<file path="src/rtl/axil_quantum_rr_arbiter.sv">
// Quantum round-robin arbiter: owner keeps the bus for one timer quantum, then ownership rotates.
// Latency: req->grant 1 clock from IDLE; handover inserts REL+IDLE (2 bubble cycles).
// Backpressure: an outstanding transaction holds the grant past expiry until txn_done_i.
module axil_quantum_rr_arbiter #(
    parameter  int NUM_MASTERS = 4,
    localparam int ID_W        = $clog2(NUM_MASTERS)
) (
    input  logic                   clk_i,
    input  logic                   resetn_i,
    input  logic [NUM_MASTERS-1:0] req_i,
    input  logic                   txn_start_i,
    input  logic                   txn_done_i,
    input  logic                   tick_timer_i,
    output logic                   timer_start_o,
    output logic [NUM_MASTERS-1:0] grant_o,
    output logic [ID_W-1:0]        grant_id_o,
    output logic                   grant_valid_o,
    output logic                   expired_o
);

    typedef enum logic [1:0] {
        IDLE = 2'd0,
        OWN  = 2'd1,
        BUSY = 2'd2,
        REL  = 2'd3
    } state_t;

    state_t                 state_q, state_nxt;
    logic [NUM_MASTERS-1:0] grant_q, grant_nxt;
    logic [ID_W-1:0]        grant_id_q, grant_id_nxt;
    logic [ID_W-1:0]        last_owner_q, last_owner_nxt;
    logic                   expired_q, expired_nxt;

    logic                   pick_vld;
    logic [ID_W-1:0]        pick_id;
    logic [ID_W-1:0]        cand;
    logic                   other_req;

    // Scan starts one past the previous owner so every requester is reached within N grants.
    always_comb begin
        pick_vld = 1'b0;
        pick_id  = '0;
        cand     = '0;
        for (int i = 1; i <= NUM_MASTERS; i++) begin
            cand = ID_W'((int'(last_owner_q) + i) % NUM_MASTERS);
            if (!pick_vld && req_i[cand]) begin
                pick_vld = 1'b1;
                pick_id  = cand;
            end
        end
    end

    assign other_req = |(req_i & ~grant_q);

    always_comb begin
        state_nxt      = state_q;
        grant_nxt      = grant_q;
        grant_id_nxt   = grant_id_q;
        last_owner_nxt = last_owner_q;
        expired_nxt    = expired_q;
        case (state_q)
            IDLE: begin
                if (pick_vld) begin
                    grant_nxt    = {{(NUM_MASTERS-1){1'b0}}, 1'b1} << pick_id;
                    grant_id_nxt = pick_id;
                    state_nxt    = OWN;
                end
            end
            OWN: begin
                if (txn_start_i) begin
                    state_nxt = BUSY;
                end else if (!req_i[grant_id_q] || (tick_timer_i && other_req)) begin
                    grant_nxt = '0;
                    state_nxt = REL;
                end
            end
            BUSY: begin
                if (txn_done_i) begin
                    expired_nxt = 1'b0;
                    if ((expired_q || tick_timer_i) && other_req) begin
                        grant_nxt = '0;
                        state_nxt = REL;
                    end else begin
                        state_nxt = OWN;
                    end
                end else if (tick_timer_i) begin
                    expired_nxt = 1'b1;
                end
            end
            REL: begin
                // grant_id_q still names the departing owner here
                last_owner_nxt = grant_id_q;
                state_nxt      = IDLE;
            end
            default: state_nxt = IDLE;
        endcase
    end

    always_ff @(posedge clk_i or negedge resetn_i) begin
        if (!resetn_i) begin
            state_q      <= IDLE;
            grant_q      <= '0;
            grant_id_q   <= '0;
            last_owner_q <= ID_W'(NUM_MASTERS - 1);
            expired_q    <= 1'b0;
        end else begin
            state_q      <= state_nxt;
            grant_q      <= grant_nxt;
            grant_id_q   <= grant_id_nxt;
            last_owner_q <= last_owner_nxt;
            expired_q    <= expired_nxt;
        end
    end

    assign timer_start_o = (state_q == OWN) || (state_q == BUSY);
    assign grant_o       = grant_q;
    assign grant_id_o    = grant_id_q;
    assign grant_valid_o = |grant_q;
    assign expired_o     = expired_q;

endmodule

</file>
<file path="config.mk">
export PLATFORM = sky130hd
export DESIGN_NAME = axil_quantum_rr_arbiter
export DESIGN_NICKNAME = d
export VERILOG_FILES = /design/src/rtl/axil_quantum_rr_arbiter.sv
export SDC_FILE = /design/constraint.sdc
export NUM_CORES = 1
export LEC_CHECK = 0
export CAP_MARGIN = 20
export CORE_AREA = 2 2 46 48
export DETAILED_ROUTE_END_ITERATION = 8
export DIE_AREA = 0 0 48 50
export GPL_ROUTABILITY_DRIVEN = 0
export PLACE_DENSITY_LB_ADDON = 0.15
export SYNTH_ARGS = -nofsm -noshare
export SYNTH_HDL_FRONTEND = slang
export SYNTH_SLANG_ARGS = --single-unit
</file>
<file path="constraint.sdc">
create_clock -name clk_i -period 1.7 [get_ports clk_i]
set_input_delay 0.425 -clock clk_i [delete_from_list [all_inputs] [get_ports clk_i]]
set_output_delay 0.425 -clock clk_i [all_outputs]
set_load 0.01 [all_outputs]
</file>
==> summary.txt <==
Post-route DRC -> 0
CTS sink count -> 11
Nets -> 144
Status -> finished, violations left
Ys flop type -> dfrtp_1
Switch Pwr -> 862 uW
Switching Share -> 0.390
Worst-Margin Slew -> 0.532 ns
Xor/xnor share of the synthesized area -> 0
Util after Layout -> 0.700
CTS clk-pin slew, worst paths -> 0.07 ns
Critical path type -> reg2reg
Clock network power share -> 0.083
Global-route wire length before repair -> 3.48 mm
Gr busiest metal -> met2
Finished Cell Area -> 1330 um2
Vias -> 789
Critical Path Sink Type -> register
Post-synthesis cell area -> 813 um2
Distinct cells, synth -> 34
DP HPWL -> 1.58 mm
Final clock skew -> 0.00589 ns
Initial antenna violation count -> 0
Pwr/cell area -> 1660 nW/um2
Yosys reg bits -> 11
Peak Freq -> 555 MHz
Vias in the first global route -> 801
Die height -> 50 um
Critical Path Source Type -> register
Drt first pass iters -> 4
Critical Path AT -> 1.96 ns
H-tree Lvls -> 1
Num rows -> 16
Period minus WS final -> 1.80 ns
Critical path required time -> 1.86 ns
Synth Instances -> 77
DR iter-0 viols -> 14
Tcrit/Tclk final -> 1.06
GR Layer Usage met2 -> 0.342
Hold/Removal Path Class -> in2async
Clock Tree Root -> clkbuf_4
I/O pin count -> 18
Seq/Total Area, Yosys -> 0.342
I/O Buffers -> 17
Logic pwr share -> 0.697
Share of cells above drive strength 1 -> 0.477
Post-Synth Adder-Cell Area -> 0.0615
Final antenna-violating net count -> 0
Slew HR -> 0.645
GR Util All Layers -> 0.206
EDFF count, synth -> 0
Setup violators final -> 7
Die area -> 2400 um2
Dpl cell area -> 1230 um2
Initial core utilization -> 0.428
Leakage -> 0.000663 uW
N_diodes -> 0
Synth async-reset ratio -> 1.00
Chip Width -> 48 um
Core ar. -> 1900 um2
Vias/cell -> 5.03
CTS buffer count -> 3
Crit Path Max Fanout -> 4
WL final -> 2.27 mm
Worst-skew pair later-pin latency -> 0.28 ns
Synth Net Count -> 90
Largest net degree at the start of global routing -> 12
Pre-CTS setup slack -> -0.627 ns
Int Power -> 1350 uW
Wire length per cell -> 14.4 um
PnR worst setup slack -> -0.101 ns
Share of power burned in registers -> 0.219
Syn-to-layout area delta -> 63.7%
Power, Total -> 2210 uW
CTS Buffer Depth -> 2
Final Hold Vio Count -> 0
Syn avg cell area -> 10.6 um2
Yosys warns -> 0
Met3 Usage GRT -> 0.0366
Failing checks -> negative setup slack
Synth Area in Simple Gates -> 0.205
GR Util met1 -> 0.259
RSZ-0062 raised after global routing -> yes
CTS tree -> built
Count of final max-slew check failures -> 0
Max cap viols -> 0
Max VDD drop -> 0.987 mV
Grt total ovfl -> 0
Post-synthesis mux area share -> 0.163
Main combinational cell family by area after synthesis -> simple AND/OR/NAND/NOR gates
Synth Area in Compound Gates -> 0.191
-- critical path, cell delays in order (launching register included) --
cell	delay, ns
dfrtp_1	0.40
buf_4	0.15
buf_4	0.13
and2b_4	0.28
nor4_4	0.05
o21ai_2	0.18
nand4_4	0.16
mux2_4	0.34
-- kinds of logic after synthesis --
logic type,count (synthesis)
mux,10
buf+inv,8
fa+ha+maj,4
flops,11
simple gates,25
compound gates,19
-- sequential cells by signal, summed over array words and instances (netlist names) --
| signal | count |
|---|---|
| grant_o | 4 |
| state_q | 2 |
| grant_id_o | 2 |
| expired_o | 1 |
| last_owner_q | 2 |
-- cells in the final DEF, fill, tap and decap left out, types with 2 or more instances in the layout --
cell type	instances
nor2_1	6
buf_4	31
ha_1	4
a22oi_1	2
nand2_1	3
clkbuf_4	3
a31oi_1	3
buf_6	2
mux2_2	4
dlymetal6s2s_1	2
clkdlybuf4s50_1	6
dlygate4sd2_1	7
inv_1	7
o21ai_2	2
o21ai_0	2
dfrtp_1	9
a21oi_1	2
mux2i_1	2
nand2b_1	3
and2b_2	3
mux2_4	3
dfstp_2	2
-- area by class of cell --
| class | instances | area, um2 |
|---|---|---|
| fillers | 148 | 571 |
| repair buffers | 50 | 412 |
| inverters | 7 | 26.3 |
| multi-input cells | 58 | 556 |
| flip-flops and latches | 11 | 278 |
| well taps | 27 | 33.8 |
| clock buffers | 4 | 26.3 |
-- repair_timing --
item                                    4_1_cts  5_1_grt
gates resized for setup                      24        5
endpoints found under the setup margin       13       12
buffers inserted                              3        1
hold buffers                                  0        0
pin swaps                                     5        1
-- power groups by stage --
stage	clock network, uW	logic, uW	registers, uW
after detailed placement	0	1430	500
after global routing	202	1660	505
after CTS	182	1510	490
final	184	1540	486
after floorplan	0	752	518
after global placement	0	1400	492
-- stage by stage --
stage / TNS [ns] / hold WS, ns / cells
after floorplan: 0 / 0.129 / 77
after global placement: -3.96 / 0.534 / 149
after detailed placement: -4.22 / 0.550 / 149
after CTS: -0.289 / 0.512 / 156
after global routing: -0.760 / 0.543 / 157
final: -0.374 / 0.493 / 157
-- metal layers --
layer  routed length, um  vias up
met5                   0        -
met4                  40        0
met3                  88        7
met2                1170       22
met1                 964      368
li1                    -      392
-- cells in the mapped netlist, types with 2 or more instances --
library cell,instances,share of area
dfrtp_1,9,0.28
inv_1,7,0.032
nor2_1,6,0.028
ha_1,4,0.062
mux2_2,4,0.055
a21oi_1,3,0.018
a22oi_1,3,0.028
a31oi_1,3,0.023
mux2_4,3,0.055
nand2_1,3,0.014
nand2b_1,3,0.023
o21ai_0,3,0.018
and2b_1,2,0.018
dfstp_2,2,0.065
mux2i_1,2,0.025
nor4_1,2,0.015
-- worst paths after layout --
| kind | from | to | slack, ns | depth (start not counted) |
|---|---|---|---|---|
| min | resetn_i | grant_o[0] | 0.49 | 1 |
| max reg2reg | grant_o[1] | grant_o[3] | -0.10 | 7 |
| min reg2reg | grant_id_o[0] | last_owner_q[0] | 0.55 | 1 |
| min in group clk_i | grant_id_o[0] | last_owner_q[0] | 0.55 | 1 |
| max | grant_o[1] | grant_o[3] | -0.10 | 7 |
| max in group asynchronous | resetn_i | last_owner_q[0] | 0.84 | 1 |
Power figures use the tool's default switching activity.
